<file path="src/rtl/jk_bank_if.sv">
// Control/data bundle for the JK flip-flop bank: mode, per-bit inputs and state outputs.
interface jk_bank_if #(
  parameter int WIDTH = 4
);
  logic             en;
  logic [1:0]       mode;
  logic [WIDTH-1:0] j;
  logic [WIDTH-1:0] k;
  logic [WIDTH-1:0] d;
  logic [WIDTH-1:0] q;
  logic [WIDTH-1:0] q_b;
  logic             tc;
  logic             chg;

  modport master (
    output en, mode, j, k, d,
    input  q, q_b, tc, chg
  );

  modport slave (
    input  en, mode, j, k, d,
    output q, q_b, tc, chg
  );
endinterface

</file>
<file path="src/rtl/jk_bank.sv">
// Bank of WIDTH JK flip-flops with JK/T/D-load/COUNT modes; q and chg one edge after sampling.
// No backpressure: en=0 holds state, q_b and tc are combinational from q.
module jk_bank #(
  parameter int               WIDTH   = 4,
  parameter logic [WIDTH-1:0] RST_VAL = {WIDTH{1'b0}}
) (
  input  logic      i_clk,
  input  logic      i_rst,
  jk_bank_if.slave  bus
);
  localparam logic [1:0] MODE_JK    = 2'b00;
  localparam logic [1:0] MODE_T     = 2'b01;
  localparam logic [1:0] MODE_LOAD  = 2'b10;
  localparam logic [1:0] MODE_COUNT = 2'b11;

  logic [WIDTH-1:0] r_q;
  logic             r_chg;
  logic [WIDTH-1:0] w_next;
  logic [WIDTH:0]   w_carry;

  // Ripple carry: bit i toggles only when every lower bit is already 1.
  always_comb begin
    w_carry    = '0;
    w_carry[0] = 1'b1;
    for (int i = 0; i < WIDTH; i++) begin
      w_carry[i+1] = w_carry[i] & r_q[i];
    end
  end

  always_comb begin
    w_next = r_q;
    if (bus.en) begin
      unique case (bus.mode)
        MODE_JK:    w_next = (bus.j & ~r_q) | (~bus.k & r_q);
        MODE_T:     w_next = r_q ^ bus.j;
        MODE_LOAD:  w_next = bus.d;
        MODE_COUNT: w_next = r_q ^ w_carry[WIDTH-1:0];
        default:    w_next = r_q;
      endcase
    end
  end

  always_ff @(posedge i_clk) begin
    if (i_rst) begin
      r_q   <= RST_VAL;
      r_chg <= 1'b0;
    end else begin
      r_q   <= w_next;
      r_chg <= (w_next != r_q);
    end
  end

  assign bus.q   = r_q;
  assign bus.q_b = ~r_q;
  assign bus.tc  = (bus.mode == MODE_COUNT) && (&r_q);
  assign bus.chg = r_chg;
endmodule

</file>
<file path="src/flat_wrapper.sv">
// flat-port wrapper written by rule: the top's interface ports become plain ports
module jk_bank_flat 
#(
  parameter int               WIDTH   = 4,
  parameter logic [WIDTH-1:0] RST_VAL = {WIDTH{1'b0}}
)
  (i_clk, i_rst, bus_en, bus_mode, bus_j, bus_k, bus_d, bus_q, bus_q_b, bus_tc, bus_chg);
  jk_bank_if #(.WIDTH(WIDTH)) bus_i ();
  input  logic i_clk;
  input  logic i_rst;
  input wire logic [$bits(bus_i.en)-1:0] bus_en;
  input wire logic [$bits(bus_i.mode)-1:0] bus_mode;
  input wire logic [$bits(bus_i.j)-1:0] bus_j;
  input wire logic [$bits(bus_i.k)-1:0] bus_k;
  input wire logic [$bits(bus_i.d)-1:0] bus_d;
  output wire logic [$bits(bus_i.q)-1:0] bus_q;
  output wire logic [$bits(bus_i.q_b)-1:0] bus_q_b;
  output wire logic [$bits(bus_i.tc)-1:0] bus_tc;
  output wire logic [$bits(bus_i.chg)-1:0] bus_chg;
  assign bus_i.en = bus_en;
  assign bus_i.mode = bus_mode;
  assign bus_i.j = bus_j;
  assign bus_i.k = bus_k;
  assign bus_i.d = bus_d;
  assign bus_q = bus_i.q;
  assign bus_q_b = bus_i.q_b;
  assign bus_tc = bus_i.tc;
  assign bus_chg = bus_i.chg;
  jk_bank #(.WIDTH(WIDTH), .RST_VAL(RST_VAL)) u_core (.i_clk(i_clk), .i_rst(i_rst), .bus(bus_i));
endmodule
</file>
<file path="config.mk">
export PLATFORM = sky130hd
export DESIGN_NAME = jk_bank_flat
export DESIGN_NICKNAME = d
export VERILOG_FILES = /design/src/rtl/jk_bank_if.sv /design/src/rtl/jk_bank.sv /design/src/flat_wrapper.sv
export SDC_FILE = /design/constraint.sdc
export NUM_CORES = 1
export LEC_CHECK = 0
export CAP_MARGIN = 20
export CORE_AREA = 2 2 41 43
export DETAILED_ROUTE_END_ITERATION = 7
export DIE_AREA = 0 0 43 45
export GPL_ROUTABILITY_DRIVEN = 0
export GPL_TIMING_DRIVEN = 1
export PLACE_DENSITY = 0.74
export SETUP_SLACK_MARGIN = 0.5
export SLEW_MARGIN = 10
export SYNTH_ARGS = -nofsm -noshare
export SYNTH_HDL_FRONTEND = slang
export SYNTH_SLANG_ARGS = --single-unit
</file>
<file path="constraint.sdc">
create_clock -name i_clk -period 2.18 [get_ports i_clk]
set_clock_uncertainty 0.15 [all_clocks]
set_input_delay 0.327 -clock i_clk [delete_from_list [all_inputs] [get_ports i_clk]]
set_output_delay 0.327 -clock i_clk [all_outputs]
set_load 0.02 [all_outputs]
</file>
==> results.sh <==
export IMPL_status="completed"
export IMPL_multi_input_area_um2=478
export IMPL_die_area_mm2=0.00194
export IMPL_maxCapViolCount=0
export IMPL_insertion_delay_ns=0.25
export IMPL_initial_core_util=0.372
export IMPL_port_buffers=26
export IMPL_cp_end_kind="register"
export IMPL_drive_above_1_share=0.291
export IMPL_cts_buffers=3
export IMPL_dp_hpwl_mm=1.29
export IMPL_layout_cells_non_filler=126
export IMPL_slew_violations=0
export IMPL_endpoint="u_core.bus.chg$_SDFF_PP0_"
export IMPL_setup_viol=0
export IMPL_ant_nets=0
export IMPL_drt_pass1_iterations=6
export IMPL_finalNetCount=130
export IMPL_hold_viol_final=0
export IMPL_grt_pass1_vias=620
export IMPL_synthesis_nets=93
export IMPL_finalPower_uw=423
export IMPL_vias=701
export IMPL_hold_buffers=0
export IMPL_io_pins=27
export IMPL_worstMarginPinSlew_ns=0.399
export IMPL_syn_avg_cell_area_um2=7.39
export IMPL_r2r_cells=7
export IMPL_final_common_cell="clkdlybuf4s50_1"
export IMPL_seq_area_frac_synth=0.183
export IMPL_syn_to_final_growth_pct=82.8
export IMPL_antenna_found_initial=0
export IMPL_diodes=0
export IMPL_ff_latch_area_um2=113
export IMPL_stdcell_area_um2=1000
export IMPL_pre_cts_ws_ns=-0.0577
export IMPL_fmax_mhz=552
export IMPL_hp_class="register to register"
export IMPL_drt_iter0_markers=14
export IMPL_arrival_ns=1.79
export IMPL_grt_pass1_wl_mm=2.64
export IMPL_vdd_drop_max_mv=0.222
export IMPL_placed_area_um2=881
export IMPL_wl_mm=1.82
export IMPL_overflow=0
export IMPL_clk_pin_slew_ns=0.04
export IMPL_h_tree_depth=1
export IMPL_die_x_um=43
export IMPL_period_minus_slack_ns=1.81
export IMPL_path_class="input port to register"
export IMPL_drc=0
export IMPL_netlist_area_um2=547
export IMPL_grt_max_degree=17
export IMPL_r2r_start="u_core.bus.q[0]$_SDFF_PP0_"
export IMPL_wl_per_cell_um=14.4
export IMPL_fin_crit_sh=0.831
export IMPL_required_ns=2.16
export IMPL_cts_tree="done"
export IMPL_ys_ff_latch=5
export IMPL_final_cell_mix="clkdlybuf4s50_1, nand2_1, dlygate4sd2_1"
export IMPL_r2r_end="u_core.bus.chg$_SDFF_PP0_"
export IMPL_place_inst=117
export IMPL_p_leak_nw=0.398
export IMPL_coreArea_mm2=0.00147
export IMPL_rows=14
export IMPL_nFillCells=134
export IMPL_power_density_mw_per_mm2=423
export IMPL_cts_sinks=5
export IMPL_vias_per_cell=5.56
export IMPL_relSlewSlack=0.733
export IMPL_clockBufferDepth=2
export IMPL_setup_slack_ns=0.369
export IMPL_cp_max_fo=3
export IMPL_synth_distinct_cells=32
export IMPL_syn_inst=74
export IMPL_die_y_um=45
export IMPL_r2r_setup_slack_ns=0.43
export IMPL_crit_path_start="bus_j[0]"
export IMPL_gr_usage_all_layers=0.186
export IMPL_ys_warn_count=0
export IMPL_critPathLaunchType="input port"
export IMPL_rsz0062_at_grt="yes"
export IMPL_clockRootBuffer="clkbuf_4"
==> synth_stat cells <==
master     number  area (um2)
a2111oi_2       1        15.0
a211oi_2        1        12.5
a21o_1          1        7.51
nand2b_2        1        8.76
o32ai_1         1        8.76
nand2b_1        1        6.26
inv_1           6        22.5
dfxtp_1         5         100
a211oi_1        3        22.5
nor3b_1         1        7.51
a21oi_1         7        35.0
nand3_1         2        10.0
a31oi_1         1        6.26
ha_1            2        25.0
a211o_1         1        8.76
a311oi_1        3        26.3
a22o_1          1        8.76
buf_2           2        10.0
o211ai_1        1        7.51
nor2_1          6        22.5
nand2_1        10        37.5
and2_1          1        6.26
mux2_4          1        15.0
clkbuf_1        2        7.51
buf_6           1        11.3
o21ai_0         3        15.0
or3_1           1        6.26
a221o_1         2        20.0
mux2_2          1        11.3
nor2b_1         1        6.26
mux2i_1         3        30.0
xnor2_1         1        8.76
==> where the power goes <==
part	internal [mW]	switching, mW
clock	0.0696	0.0446
sequential	0.0990	0.0129
combinational	0.104	0.0929
total	0.272	0.150
==> worst min-delay path by stage <==
stage,start,end,slack [ns],depth (start not counted)
3_5_place_dp,u_core.bus.q[0]$_SDFF_PP0_,u_core.bus.q[0]$_SDFF_PP0_,0.37,2
4_1_cts,u_core.bus.q[0]$_SDFF_PP0_,u_core.bus.q[0]$_SDFF_PP0_,0.38,2
5_1_grt,u_core.bus.q[2]$_SDFF_PP0_,u_core.bus.q[2]$_SDFF_PP0_,0.45,2
3_3_place_gp,u_core.bus.q[0]$_SDFF_PP0_,u_core.bus.q[0]$_SDFF_PP0_,0.36,2
2_1_floorplan,i_rst,u_core.bus.q[0]$_SDFF_PP0_,0.24,1
6_report,u_core.bus.q[3]$_SDFF_PP0_,u_core.bus.q[3]$_SDFF_PP0_,0.41,2
==> registers in the layout, summed over array words and instances (netlist names) <==
signal,flops
u_core.bus.chg,1
u_core.bus.q,4
==> layer usage <==
metal,vias to the layer above,GRT usage,part of all wire
li1,348,-,-
met1,313,0.206,0.40
met2,32,0.324,0.50
met3,8,0.0360,0.057
met4,0,0.127,0.047
met5,-,0,0
==> worst max-delay path: stages <==
cell and delay, ns:
clkdlybuf4s50_1 0.46, and2_1 0.16, a211oi_1 0.28, a311oi_2 0.11, a2111oi_4 0.33, a311oi_1 0.12
==> logic make-up after synthesis <==
logic type	synth area share
AOI/OAI and AO/OA	0.355
and+or+nand+nor	0.204
buffers and inverters	0.0938
muxes	0.103
DFF	0.183
adders and majority gates	0.0458
xor gates and xnor gates	0.0160
==> final cells by class <==
type | instances | share of cell area
Clock buffer | 4 | 0.0263
Inverter | 6 | 0.0225
Sequential cell | 5 | 0.113
Multi-Input combinational cell | 58 | 0.478
Timing Repair Buffer | 37 | 0.340
Tap cell | 16 | 0.0200
==> stage by stage <==
step,TNS [ns],hold slack [ns],utilization
6_report,0,0.407,0.679
3_5_place_dp,-0.0577,0.371,0.599
5_1_grt,0,0.446,0.679
4_1_cts,0,0.377,0.636
2_1_floorplan,0,0.236,-
3_3_place_gp,-0.0187,0.361,0.599
==> repair_timing <==
item,CTS,global route
pin swaps,6,5
gates resized for setup,16,10
buffers inserted,2,3
setup endpoints to repair,14,5
Power figures use the tool's default switching activity.
==> patch 1 (config.mk and constraints unchanged) <==
Reset style: asynchronous (`i_rst`), changed in one clocked block.
--- a/src/rtl/jk_bank.sv
+++ b/src/rtl/jk_bank.sv
@@ -41,5 +41,5 @@
   end
 
-  always_ff @(posedge i_clk) begin
+  always_ff @(posedge i_clk or posedge i_rst) begin
     if (i_rst) begin
       r_q   <= RST_VAL;
Function: differs if i_rst is asserted again (counterexample within 4 cycles, from zero or initial values and one cycle with i_rst high); with i_rst held inactive, the same outputs for 10 cycles.
==> patch 1 against the original RTL <==
Sequential cell count is the same. Die area is the same. Setup slack lost 0.063 ns. First-iteration DRC count shrank 43%. Maximum frequency shrank 3.3%. Synthesized area grew 3.7%. Routed wire length shrank 6.8%. Total power grew 44%. Cell area shrank 2.5%.
==> patch 1: results (changes against the original RTL) <==
status=finished clean; M1 GR Usage=0.2139 (+0.008048); Net Count, Synth=88 (-5.4%); hpwl dp=1.037 mm (-20%); M2 GR Usage=0.3152 (-0.009091); share of power burned in the clock network=0.186 (-0.084); post-synthesis mux area share=0.1170 (+0.01402); pin count of the biggest net entering global routing=18 (+1); postcts setup bufs=8 (+6); WL met2=852 um (-5.9%); Fill cells=126 (-6.0%); FFs w/ async S/R, synth=1.000 (+1.000); R2R depth=6 (-1); GR met3 Demand/Resource=0.05200 (+0.01600); initial DRC count=8 (-6); VDD IR max=0.3848 mV (+73%); Post-synth top flop=dfrtp_1; placed inst area=874.6 sq um (-0.71%); vias in the first global route=573 (-7.6%); top post-synthesis cells by count=dfrtp_1 (5), inv_1 (5), nor2_1 (5); initial core utilization=0.3852 (+0.01361); Compound-Gate Fraction of Synth Area=0.2671 (-0.08758); post-cts sizing count=13 (-3); synth unique cells=33 (+3.1%); worst reg2reg setup slack=0.31 ns (-0.12 ns); routed vias/inst=5.303 (-4.7%); DR pass1 iterations=4 (-2); reg2reg end=u_core.bus.chg; DRT met1 WL=702 um (-2.9%); fin nets=126 (-3.1%); xor and xnor fraction of the mapped netlist area=0.06181 (+0.04579); P_comb=0.000356 W (+81%)
patch 1: changes by cell type after synthesis, sizes merged, moves of 3 or more:
| cell | before | now |
|---|---|---|
| dfxtp | 5 | 0 |
| nand2 | 10 | 4 |
| a311oi | 3 | 0 |
| dfrtp | 0 | 5 |
| a21oi | 7 | 4 |
patch 1: kinds of logic after synthesis:
kind of cell | Yosys count
fa+ha+maj | 2
compound gates | 20
buf+inv | 11
xor+xnor | 4
mux | 6
flops | 5
simple gates | 21
patch 1: cell type report:
type | count | area, sq um | area share
tap | 16 | 20.02 | 0.02054
inverter | 5 | 18.77 | 0.01926
sequential | 5 | 128.9 | 0.1322
clock buffer | 4 | 26.28 | 0.02696
multi-input combinational | 53 | 430.4 | 0.4416
timing repair buffer | 39 | 350.3 | 0.3594
patch 1: critical path, cell delays in order, from the launching register on:
cell and delay (ns):
dfrtp_2 0.43, ha_4 0.18, ha_4 0.22, mux2i_4 0.17, xnor2_1 0.14, a32oi_1 0.13, o41a_1 0.33
==> patch 2 (same flow settings) <==
Made on the original files. `WIDTH` is set to 4 in 3 places; all go to 3.
--- a/src/rtl/jk_bank_if.sv
+++ b/src/rtl/jk_bank_if.sv
@@ -1,5 +1,5 @@
 // Control/data bundle for the JK flip-flop bank: mode, per-bit inputs and state outputs.
 interface jk_bank_if #(
-  parameter int WIDTH = 4
+  parameter int WIDTH = 3
 );
   logic             en;
--- a/src/rtl/jk_bank.sv
+++ b/src/rtl/jk_bank.sv
@@ -2,5 +2,5 @@
 // No backpressure: en=0 holds state, q_b and tc are combinational from q.
 module jk_bank #(
-  parameter int               WIDTH   = 4,
+  parameter int               WIDTH   = 3,
   parameter logic [WIDTH-1:0] RST_VAL = {WIDTH{1'b0}}
 ) (
--- a/src/flat_wrapper.sv
+++ b/src/flat_wrapper.sv
@@ -2,5 +2,5 @@
 module jk_bank_flat 
 #(
-  parameter int               WIDTH   = 4,
+  parameter int               WIDTH   = 3,
   parameter logic [WIDTH-1:0] RST_VAL = {WIDTH{1'b0}}
 )
Ports: changed (5 resized); port bits go from 27 to 22. No check against the original RTL was run, so the function may have changed too.
==> patch 2 against the original RTL <==
Total power shrank 23%. Synthesized area is 17% lower. Cell count is 20% lower. Count of clock-buffer cells in the layout decreased by 1. Cell area fell by 17%. Critical path depth shrank 2. Sequential power is 23% lower. Routed wire length decreased by 30%. Setup slack better by 0.15 ns. Via count down 26%. Sequential cell count is 1 lower. Die area stayed put. Largest cell class unchanged.
==> patch 2: results (changes against the original RTL) <==
Fill cells=150 (+12%); Slew headroom=0.7404 (+0.007392); VDD IR max=0.2561 mV (+15%); FFs w/ async S/R, synth=0 (unchanged); routed len/inst=12.65 um (-12%); n_diodes=0 (unchanged); CTS buffer count=3 (unchanged); Reg2Reg Launch Point=u_core.bus.q[1]; Worst Hold Class=flop to flop; Total Routing Usage GR=0.1478 (-0.03825); R2R depth=6 (-1); Hold Path Cell Cnt=2 (unchanged); Overall Power=0.0003272 W (-23%); register area share after synthesis=0.1768 (-0.006271); fin nets=103 (-21%); fraction of layout cells with a size suffix above 1=0.3412 (+0.05027); Ys Warns=0 (unchanged); Skew-Pair Late Insertion Delay=0.23 ns (-0.02 ns); initial DRC count=2 (-12); post-synthesis mux area share=0.1215 (+0.01857); reg2reg end=u_core.bus.chg; dominant cells by area after synthesis=dfxtp_1 (18%), nand2b_1 (8.3%), mux2i_1 (6.6%); worst reg2reg setup slack=0.61 ns (+0.18 ns); vias in the first global route=525 (-15%); number of vias in the routed layout=518 (-26%); Post-synth top flop=dfxtp_1; hold path start=u_core.bus.q[0]; htree depth=1 (unchanged); maximum buffer depth of the clock tree=2 (unchanged); worst-path fanout max=5 (+2); xor and xnor fraction of the mapped netlist area=0.01934 (+0.003319); antenna violations before repair=0 (unchanged); DR pass1 iterations=2 (-4); first-pass GRT wire length=2.139 mm (-19%); top post-synthesis cells by count=nand2b_1 (6), dfxtp_1 (4), inv_1 (4), mux2i_1 (3), nand2_1 (3); Clock transition at path regs=0.04 ns (about the same); WHS Endpoint=u_core.bus.chg; Compound-Gate Fraction of Synth Area=0.2403 (-0.1144); status=finished clean; fmax=602.2 MHz (+9.0%); synthesized-area fraction occupied by adder cells=0.05525 (+0.009482); worst stage delay on the critical path=0.36 ns (-0.10 ns); Net Count, Synth=70 (-25%); max reg flops=3 (-1); synth unique cells=35 (+9.4%); slowest CP cell=dfxtp_4; hpwl dp=912.8 um (-29%); Pleak=0.3467 nW (-13%); clock root cell=clkbuf_4; PortBufs=21 (-19%); pin count of the biggest net entering global routing=12 (-5); Worst Path Arrival=1.18 ns (-0.61 ns)
==> patch 2: cell count changes after synthesis, sizes merged, moves of 3 or more <==
cell    change
nand2b      +5
a211oi      -3
nor2        -5
nand2       -7
a21oi       -3
a311oi      -3
==> patch 2: metal layers <==
layer / up-vias / track usage / part of all wire
met5: - / 0 / 0
met4: 0 / 0.03636 / 0
met3: 0 / 0.05200 / 0.056
met2: 19 / 0.2939 / 0.55
met1: 243 / 0.1460 / 0.39
li1: 256 / - / -
==> patch 2: worst max path at each step <==
stage                          startpoint        endpoint  slack [ns]
after CTS                 u_core.bus.q[0]          bus_tc        0.40
final                     u_core.bus.q[1]          bus_tc        0.52
after global routing      u_core.bus.q[2]      bus_q_b[2]        0.48
after floorplan           u_core.bus.q[0]  u_core.bus.chg        0.51
after detailed placement      bus_mode[0]  u_core.bus.chg        0.14
after global placement        bus_mode[0]          bus_tc        0.16
==> patch 2: area by class of cell <==
cell class,count,area share
Clock buffer,3,0.02727
Inverter,4,0.01818
Multi-Input combinational cell,43,0.4727
Sequential cell,4,0.1061
Tap cell,16,0.02424
Timing Repair Buffer,31,0.3515
==> patch 2: cells by family after synthesis <==
group | count (synthesis)
AND/OR/NAND/NOR | 21
AO/OA/AOI/OAI | 14
buffers and inverters | 7
multiplexers | 5
flip-flops | 4
adder cells (fa/ha/maj) | 2
XOR/XNOR | 1
==> patch 2: per-stage QoR <==
stage	setup slack (ns)	util	std cells	instance area (sq um)	hold WS (ns)
2_1_floorplan	0.5140	-	54	460.4	0.2321
3_3_place_gp	0.1612	0.4711	91	693.2	0.3802
3_5_place_dp	0.1432	0.4711	91	693.2	0.3877
4_1_cts	0.4029	0.5034	97	740.7	0.3923
5_1_grt	0.4798	0.5612	101	825.8	0.4264
6_report	0.5193	0.5612	101	825.8	0.4136
==> patch 2: what timing repair did <==
item | CTS | global route
resized for setup | 14 | 14
hold endpoints to repair | 0 | 0
setup endpoints to repair | 9 | 4
buffers inserted | 3 | 4
pin swaps | 1 | 0
==> patch 2: critical path, delay by kind of cell (launching register included) <==
kind / cells / cell delay [ns]
fa+ha+maj: 2 / 0.31
simple gates: 1 / 0.17
flops: 1 / 0.36
buf+inv: 1 / 0.12
==> patch 2: where the power goes <==
group	switching [W]	total, W	internal, W
Combinational	0.0000684	0.000152	0.0000834
Sequential	0.00000685	0.0000858	0.0000790
Clock	0.0000281	0.0000895	0.0000614
